$ cat src/rtl/sonar_pkg.sv
// sonar_pkg: sequencer states, byte-engine opcodes and SRF08 register constants.
package sonar_pkg;
   typedef enum logic [3:0] {
      IDLE, SELECT, W_ADDR, W_REG, W_CMD, WAIT, R_ADDRW, R_REG, R_ADDRR, R_HI, R_LO, ABORT, DONE
   } state_t;
   typedef enum logic [1:0] {OP_WRITE = 2'b00, OP_READ = 2'b01, OP_STOP = 2'b10} op_t;
   localparam logic [7:0] REG_CMD = 8'h00, CMD_RANGE_CM = 8'h51, REG_RANGE_HI = 8'h02;
   // The per-channel transaction states are declared in bus order, so a step is an increment.
   function automatic state_t next_step(state_t s);
      return state_t'(s + 4'd1);
   endfunction
endpackage

$ cat src/rtl/sonar_rr_picker.sv
// sonar_rr_picker: first enabled channel at or after ch, with a flag when none remain.
module sonar_rr_picker #(
   parameter int N_SONAR = 4
) (
   input  logic [3:0]         ch,
   input  logic [N_SONAR-1:0] en,
   output logic [3:0]         pick,
   output logic               none
);
   always_comb begin
      pick = 4'(N_SONAR);
      none = 1'b1;
      for (int i = N_SONAR - 1; i >= 0; i--)
         if (4'(i) >= ch && en[i]) begin
            pick = 4'(i);
            none = 1'b0;
         end
   end
endmodule

$ cat src/rtl/sonar_ranging_sequencer.sv
// sonar_ranging_sequencer: round-robin SRF08 ranging over N_SONAR I2C sonars via a byte engine.
// Define SONAR_TIMEOUT_EN to abandon commands the byte engine never completes.
module sonar_ranging_sequencer
   import sonar_pkg::*;
#(
   parameter int N_SONAR        = 4,
   parameter int DIST_W         = 16,
   parameter int WAIT_CYCLES    = 3_250_000,
   parameter int TIMEOUT_CYCLES = 50_000
) (
   input  logic                      clk,
   input  logic                      reset,
   input  logic                      launch,
   input  logic                      continuous,
   input  logic [N_SONAR-1:0]        ch_enable,
   input  logic [7*N_SONAR-1:0]      addr_tbl,
   output logic                      cmd_valid,
   output logic [1:0]                cmd_op,
   output logic                      cmd_start,
   output logic                      cmd_stop,
   output logic                      cmd_ack,
   output logic [7:0]                cmd_data,
   input  logic                      ready,
   input  logic [7:0]                data_out,
   input  logic                      nack,
   output logic [DIST_W*N_SONAR-1:0] distance,
   output logic [N_SONAR-1:0]        dist_valid,
   output logic [N_SONAR-1:0]        err,
   output logic                      result_valid,
   output logic [2:0]                result_ch,
   output logic                      busy,
   output logic                      sweep_done
);
   // One counter serves both the echo wait and the command timeout; they never overlap.
   localparam int CNT_W = $clog2((WAIT_CYCLES > TIMEOUT_CYCLES ? WAIT_CYCLES : TIMEOUT_CYCLES) + 1);
   state_t state, state_n;
   logic cv_n, good, bad, none, tmo, wr;
   logic [3:0] ch, ch_n, pick;
   logic [CNT_W-1:0] cnt;
   logic [7:0] hi;
   logic [6:0] addr;
   sonar_rr_picker #(.N_SONAR(N_SONAR)) u_pick (.ch(ch), .en(ch_enable), .pick(pick), .none(none));
   assign addr = 7'(addr_tbl >> (7 * ch));
   assign busy = state != IDLE;
   assign sweep_done = state == DONE;
   assign wr = state inside {W_ADDR, W_REG, W_CMD, R_ADDRW, R_REG, R_ADDRR};
`ifdef SONAR_TIMEOUT_EN
   assign tmo = cmd_valid && !ready && cnt == CNT_W'(TIMEOUT_CYCLES - 1);
`else
   assign tmo = 1'b0;
`endif
   always_comb begin
      state_n = state;
      cv_n = cmd_valid;
      ch_n = ch;
      good = 1'b0;
      bad = 1'b0;
      case (state)
         IDLE: if (launch) begin
            state_n = SELECT;
            ch_n = '0;
         end
         SELECT: if (none) state_n = DONE;
         else if (pick == ch) begin
            state_n = W_ADDR;
            cv_n = 1'b1;
         end else ch_n = ch + 4'd1;
         WAIT: if (cnt == CNT_W'(WAIT_CYCLES - 1)) begin
            state_n = R_ADDRW;
            cv_n = 1'b1;
         end
         DONE: begin
            state_n = continuous ? SELECT : IDLE;
            ch_n = '0;
         end
         default: if (!cmd_valid) cv_n = 1'b1;
         else if (tmo) begin
            cv_n = 1'b0;
            bad = 1'b1;
         end else if (ready) begin
            cv_n = 1'b0;
            if (wr && nack) state_n = ABORT;
            else if (state == ABORT) bad = 1'b1;
            else if (state == R_LO) good = 1'b1;
            else state_n = next_step(state);
         end
      endcase
      if (good || bad) begin
         state_n = SELECT;
         ch_n = ch + 4'd1;
      end
   end
   always_comb begin
      cmd_op = OP_WRITE;
      cmd_start = 1'b0;
      cmd_stop = 1'b0;
      cmd_ack = 1'b0;
      cmd_data = '0;
      if (cmd_valid)
         case (state)
            W_ADDR, R_ADDRW: begin
               cmd_start = 1'b1;
               cmd_data = {addr, 1'b0};
            end
            W_REG: cmd_data = REG_CMD;
            W_CMD: begin
               cmd_data = CMD_RANGE_CM;
               cmd_stop = 1'b1;
            end
            R_REG: cmd_data = REG_RANGE_HI;
            R_ADDRR: begin
               cmd_start = 1'b1;
               cmd_data = {addr, 1'b1};
            end
            R_HI: begin
               cmd_op = OP_READ;
               cmd_ack = 1'b1;
            end
            R_LO: begin
               cmd_op = OP_READ;
               cmd_stop = 1'b1;
            end
            ABORT: begin
               cmd_op = OP_STOP;
               cmd_stop = 1'b1;
            end
            default: ;
         endcase
   end
   always_ff @(posedge clk) begin
      if (reset) begin
         state <= IDLE;
         cmd_valid <= 1'b0;
         ch <= '0;
         cnt <= '0;
         hi <= '0;
         distance <= '0;
         dist_valid <= '0;
         err <= '0;
         result_valid <= 1'b0;
         result_ch <= '0;
      end else begin
         state <= state_n;
         cmd_valid <= cv_n;
         ch <= ch_n;
         cnt <= (state_n != state || cv_n != cmd_valid) ? '0 : cnt + 1'b1;
         result_valid <= good | bad;
         if (good | bad) result_ch <= ch[2:0];
         if (state == R_HI && cmd_valid && ready) hi <= data_out;
         for (int i = 0; i < N_SONAR; i++)
            if (ch == 4'(i)) begin
               if (good) begin
                  distance[i*DIST_W +: DIST_W] <= DIST_W'({hi, data_out});
                  dist_valid[i] <= 1'b1;
                  err[i] <= 1'b0;
               end
               if (bad) err[i] <= 1'b1;
            end
      end
   end
endmodule

$ cat config.mk
export PLATFORM = sky130hd
export DESIGN_NAME = sonar_ranging_sequencer
export DESIGN_NICKNAME = d
export VERILOG_FILES = /design/src/rtl/sonar_pkg.sv /design/src/rtl/sonar_rr_picker.sv /design/src/rtl/sonar_ranging_sequencer.sv
export SDC_FILE = /design/constraint.sdc
export NUM_CORES = 1
export LEC_CHECK = 0
export BUFFER_PORTS_ARGS = -buffer_cell sky130_fd_sc_hd__buf_2
export CAP_MARGIN = 20
export CORE_UTILIZATION = 45
export CTS_BUF_LIST = sky130_fd_sc_hd__clkbuf_4 sky130_fd_sc_hd__clkbuf_8 sky130_fd_sc_hd__clkbuf_16
export DETAILED_ROUTE_END_ITERATION = 7
export GPL_TIMING_DRIVEN = 1
export PLACE_DENSITY_LB_ADDON = 0.08
export SLEW_MARGIN = 10
export SYNTH_ARGS = -nofsm -noshare
export SYNTH_HDL_FRONTEND = slang
export SYNTH_HIERARCHICAL = 1
export SYNTH_SLANG_ARGS = --single-unit
$ cat constraint.sdc
create_clock -name clk -period 2.4 [get_ports clk]
set_clock_uncertainty 0.15 [all_clocks]
set_input_delay 0.24 -clock clk [delete_from_list [all_inputs] [get_ports clk]]
set_output_delay 0.24 -clock clk [all_outputs]
set_load 0.1 [all_outputs]
; ---- Word level (Yosys, flattened, before mapping)
; Cells that the tools add are included.
[totals]
output_inout_bits = 92
regBits = 115
[op_classes]
n_reduce_logical = 31
shifts = 1
n_addsub = 3
n_lt_le_gt_ge = 4
bitwise = 1
n_eq_ne = 22
n_mux = 54
n_mul = 1
[ops]
columns = cell, n
row1 = $mux W4, 14
row2 = $pmux W8 S4, 1
row3 = $mux W1, 29
row4 = $shr A28 B7 Y7, 1
row5 = $add A22 B1 Y22 const B, 1
row6 = $eq A22 B22 Y1 const B, 1
row7 = $eq A4 B4 Y1 const B, 5
row8 = $eq A4 B2 Y1 const B, 4
row9 = $eq A4 B3 Y1 const B, 4
row10 = $pmux W4 S4, 1
row11 = $reduce_and A2 Y1, 8
row12 = $mux W3, 4
row13 = $pmux W4 S3, 1
row14 = $ne A3 B3 Y1 const B, 3
row15 = $add A4 B1 Y4 const B, 2
row16 = $eq A4 B1 Y1 const B, 2
row17 = $ge A1 B4 Y1 const A, 2
row18 = $ge A2 B4 Y1 const A, 2
row19 = $logic_not A4 Y1, 2
row20 = $mux W8, 1
row21 = $reduce_bool A4 Y1, 2
row22 = $reduce_or A2 Y1, 4
row23 = $logic_and A1 B1 Y1, 7
row24 = $mul A3 B4 Y7 const A, 1
row25 = 13 further kinds, 15

; ---- Depth between registers and ports, before layout
[logic_depth]
depth_word = 14
depth_mapped = 12

; ---- Hierarchy
; Netlist, hierarchy kept.
[modules_own_cells]
columns = module, n_inst, area_each_um2, seq_area_each_um2, cells_each
row1 = sonar_ranging_sequencer, 1, 5437.7, 2302.2, 643
row2 = sonar_rr_picker, 1, 103.8, 0.0, 14

; ---- Least setup slack after synthesis
; No wires, ideal clock.
[synth_timing]
path_kind = register -> output
start = register cmd_valid
end = output cmd_data[2]
arrival_time_ns = 3.733
setup_slack_ns = -1.723
path_buffers = 1
t_required_ns = 2.010
path_stages_with_launch = 4
cell_sequence = dfxtp_1 clkbuf_1 nor2b_1 and3_1
[synth_via]
elab_chain_len = 1
[synth_lines]
columns = element, line
row1 = from (decl), sonar_ranging_sequencer.sv:17  ; output logic cmd_valid,
row2 = from (signal assigned), sonar_ranging_sequencer.sv:144  ; cmd_valid <= cv_n;
row3 = $mux W8, sonar_ranging_sequencer.sv:99  ; if (cmd_valid)
row4 = to (decl), sonar_ranging_sequencer.sv:22  ; output logic [7:0] cmd_data,
; Every way passes these cells.

; ---- Worst setup path in the final report
[layout_timing]
start = register state[0]
end = register cnt[6]
[layout_via]
elab_chain_len = 12
elab_cells_between_ends = 45
cone_classes = 1 x add/sub / 13 x eq/ne / 23 x mux / 8 x reduce/logical
[layout_lines]
columns = element, line
row1 = from (decl), sonar_ranging_sequencer.sv:36  ; state_t state, state_n;
row2 = from (signal assigned), sonar_ranging_sequencer.sv:143  ; state <= state_n;
row3 = "parallel branches: the longest is 10 deep, another holds $add A4 B1 Y4", -
row4 = $logic_or A1 B1 Y1 *, sonar_ranging_sequencer.sv:146  ; cnt <= (state_n != state || cv_n != cmd_valid) ? '0 : cnt + 1'b1;
row5 = $reduce_or A2 Y1 (no source line) *, -
row6 = to (signal assigned), sonar_ranging_sequencer.sv:146
row7 = to (decl), sonar_ranging_sequencer.sv:39  ; logic [CNT_W-1:0] cnt;
; Every way passes the cells marked *.
; A chain may end at the register's enable or synchronous reset.

==> impl_metrics.py <==
metrics = {
    "sta": {
        "worst_pin_slew_ps": 672,
        "rsz0062_at_grt": "yes",
        "holdWs_ps": 226,
        "finalWorstSetupSlack_ps": -194,
        "max_freq_ghz": 0.386,
        "hold_viol": 0,
        "maxSlewHeadroom_pct": 54.9,
        "setup_viol": 26,
        "min_period_ps": 2590,
        "period_share_pct": 108,
        "final_max_slew_viol_count": 0,
    },
    "pwr": {
        "power.total_uw": 7240,
        "powerDensity_nw_per_um2": 935,
        "swShare_pct": 33.1,
        "ir_worst_vdd_mv": 0.605,
        "power.switching_uw": 2400,
        "p_int_uw": 4840,
        "combPwrFrac_pct": 34.5,
        "pwr-share-seq_pct": 28.0,
        "clock_power_share_pct": 37.5,
        "power.leakage_uw": 0.00315,
    },
    "route": {
        "met1_length_mm": 7.18,
        "drtIter0Drc": 384,
        "dr.pass1.iters": 5,
        "wl_met2_mm": 7.74,
        "route.vias.total": 5309,
        "viasPerCell": 5.37,
        "postRouteWirelength_mm": 15.8,
        "met3_length_um": 692,
        "avgRoutedWirePerCell_um": 16.0,
        "top_layer_used": "met4",
        "post-route-drc-count": 0,
        "final_antenna_net_count": 0,
    },
    "layout": {
        "multi_input_area_um2": 3110,
        "n_fill_cell": 1040,
        "final_cells": 988,
        "antenna_cells": 0,
        "final_area_um2": 7740,
        "drive_gt1_share_pct": 35.8,
        "syn2layout_area_growth_pct": 39.7,
        "regArea_um2": 2310,
        "fin_nets": 883,
    },
    "clock_network": {
        "htreeDepth": 4,
        "root_buffer": "clkbuf_16",
        "cts_buffers": 17,
        "cts_num_sinks": 115,
        "clkTransAtPathRegs_ps": 60,
        "cts_tree": "built",
        "clockBufferDepth": 2,
        "clock_latency_ps": 410,
    },
    "synthesis": {
        "yosys_warnings": 6,
        "synth_compound_gate_area_share_pct": 14.4,
        "ys_ff_latch": 115,
        "synth_fa_ha_area_share_pct": 2.03,
        "yosys-mux-area-fraction_pct": 4.47,
        "synth-edff-count": 0,
        "synth.most_common_cell": "nand2_1",
        "yosys-top-cells-count": "nand2_1, dfxtp_1, a21oi_1, nor2_1, nor3_2",
        "syn_area_um2": 5540,
        "synth-simple-area-share_pct": 27.8,
        "synth_cell_types": 64,
        "synth.top_cell.area_share_pct": 41.5,
        "synthFlopType": "dfxtp_1",
        "synth_area_leaders": "dfxtp_1, nand2_1, a21oi_1, nor3_2, nor2_1",
        "async_flop_share_pct": 0,
        "ys_seq_area_share_pct": 41.5,
        "synth_xor_xnor_area_share_pct": 4.27,
        "synth_fp_nets": 712,
        "synth_area_per_cell_um2": 8.43,
        "synthCells": 657,
        "synth_area_leader_cell": "dfxtp_1",
        "synth_top_family_by_area": "simple AND/OR/NAND/NOR gates",
    },
    "worst_setup_path": {
        "crit_type": "flip-flop to flip-flop",
        "arrival_ps": 2740,
        "crit_required_ps": 2550,
        "crit_path_max_fanout": 11,
        "start_kind": "flip-flop",
        "crit_path_end_kind": "flip-flop",
    },
    "floorplan": {
        "die-area_um2": 12800,
        "start_util_pct": 46.1,
        "die_h_um": 113,
        "core-area_um2": 12000,
        "std_cell_rows": 40,
        "fp.dieW_um": 113,
        "ios": 138,
    },
    "global_route": {
        "globalRouteOverflowTotal": 0,
        "grtUsageTotal_pct": 25.1,
        "grt_pass1_vias": 5149,
        "grt_pass1_wl_mm": 25.2,
        "grt_max_degree": 52,
        "antenna_found_initial": 0,
    },
    "run_status": {
        "run_status": "finished, violations left",
        "violations": "setup timing",
    },
    "worst_hold_path": {
        "hp-class": "input port to flip-flop",
    },
    "placed_design": {
        "pre_cts_slack_ps": -148,
        "dpl_cell_area_um2": 6840,
        "portBuffers": 137,
        "place_hpwl_mm": 11.1,
        "gp_congestion": 0.920,
        "dp_cells": 939,
    },
    "flow_run": {
        "drv_cap": 0,
    },
}
-- cells by family (layout without fill, tap and decap cells) --
group                      after synthesis  after routing
and+or+nand+nor                        309            309
DFF                                    115            115
adders and majority gates                9              9
buffers and inverters                   55            239
muxes                                   16             16
other                                    1              1
AOI/OAI and AO/OA                      125            125
xor gates and xnor gates                27             27
-- routing by layer --
metal | vias to the layer above | GRT usage [%]
met5 | - | 0
met4 | 0 | 7.72
met3 | 17 | 4.71
met2 | 145 | 42.9
met1 | 2549 | 32.1
li1 | 2598 | -
-- through the flow --
stage	TNS (ps)	util, %
floorplan	-2440	-
global placement	-982	56.9
detailed placement	-2930	56.9
CTS	-3580	63.5
global route	-6830	64.4
finish	-3910	64.4
-- flip-flops by register name, indices dropped and copies added, names as in the netlist --
signal,flops
result_ch,3
result_valid,1
err,4
dist_valid,4
hi,8
state,4
cmd_valid,1
cnt,22
ch,4
distance,64
-- layout make-up --
class / instances / area share [%]
Clock buffer: 18 / 5.67
Clock inverter: 14 / 2.59
Sequential cell: 115 / 29.9
Multi-Input combinational cell: 487 / 40.1
Timing Repair Buffer: 195 / 18.7
Tap cell: 147 / 2.38
Inverter: 12 / 0.663
-- placed cells by master (no fill, tap or decap), types with 3 or more instances in the layout --
master and instances:
a31oi_1 3, mux4_2 7, nand3_2 3, nor3_2 23
and3_2 3, nand3_1 12, nand4_1 9, nand2_1 167
nor3_1 3, o31ai_1 3, a32oi_1 3, bufinv_16 4
and3_1 5, o21ai_0 7, ha_1 7, dlygate4sd3_1 8
nor2_1 42, clkbuf_16 19, clkinv_4 5, mux2i_1 9
and2_1 6, xor2_1 10, inv_1 9, buf_4 42
nor4bb_1 3, and3_4 5, dfxtp_1 109, xnor2_1 16
dfxtp_2 5, nand3b_1 3, a21oi_1 76, buf_2 124
o211a_1 4, buf_12 19
-- worst max-delay path, stage by stage (launching register included) --
cell and delay [ps]:
dfxtp_2 400, inv_4 70, ha_4 170, buf_4 150
a211o_2 330, nand3b_1 130, and3_1 230, o21ai_0 150
o32ai_4 330, buf_12 160, clkbuf_16 170, nor3_2 50
-- final timing paths --
path,depth (start not counted),to,startpoint,slack [ps]
setup reg to reg,11,cnt[6],state[0],-190
setup / recovery,11,cnt[6],state[0],-190
hold / removal,4,state[2],nack,230
hold reg to reg,2,distance[46],distance[46],300
-- timing repair --
item                       CTS  global route
pin swaps                    4             2
buffers inserted             3             4
cloned                       0             2
hold endpoints to repair    29             0
gates resized for setup     12             9
setup endpoints to repair   43            82
hold buffers                 8             0
-- power groups by stage --
stage,Combinational [uW],Sequential [uW],Clock [uW]
floorplan,1520,2110,0
global placement,2120,2050,0
detailed placement,2140,2060,0
CTS,2220,2020,2750
global route,2650,2030,2830
finish,2500,2030,2720
(Power assumes the default switching activity.)
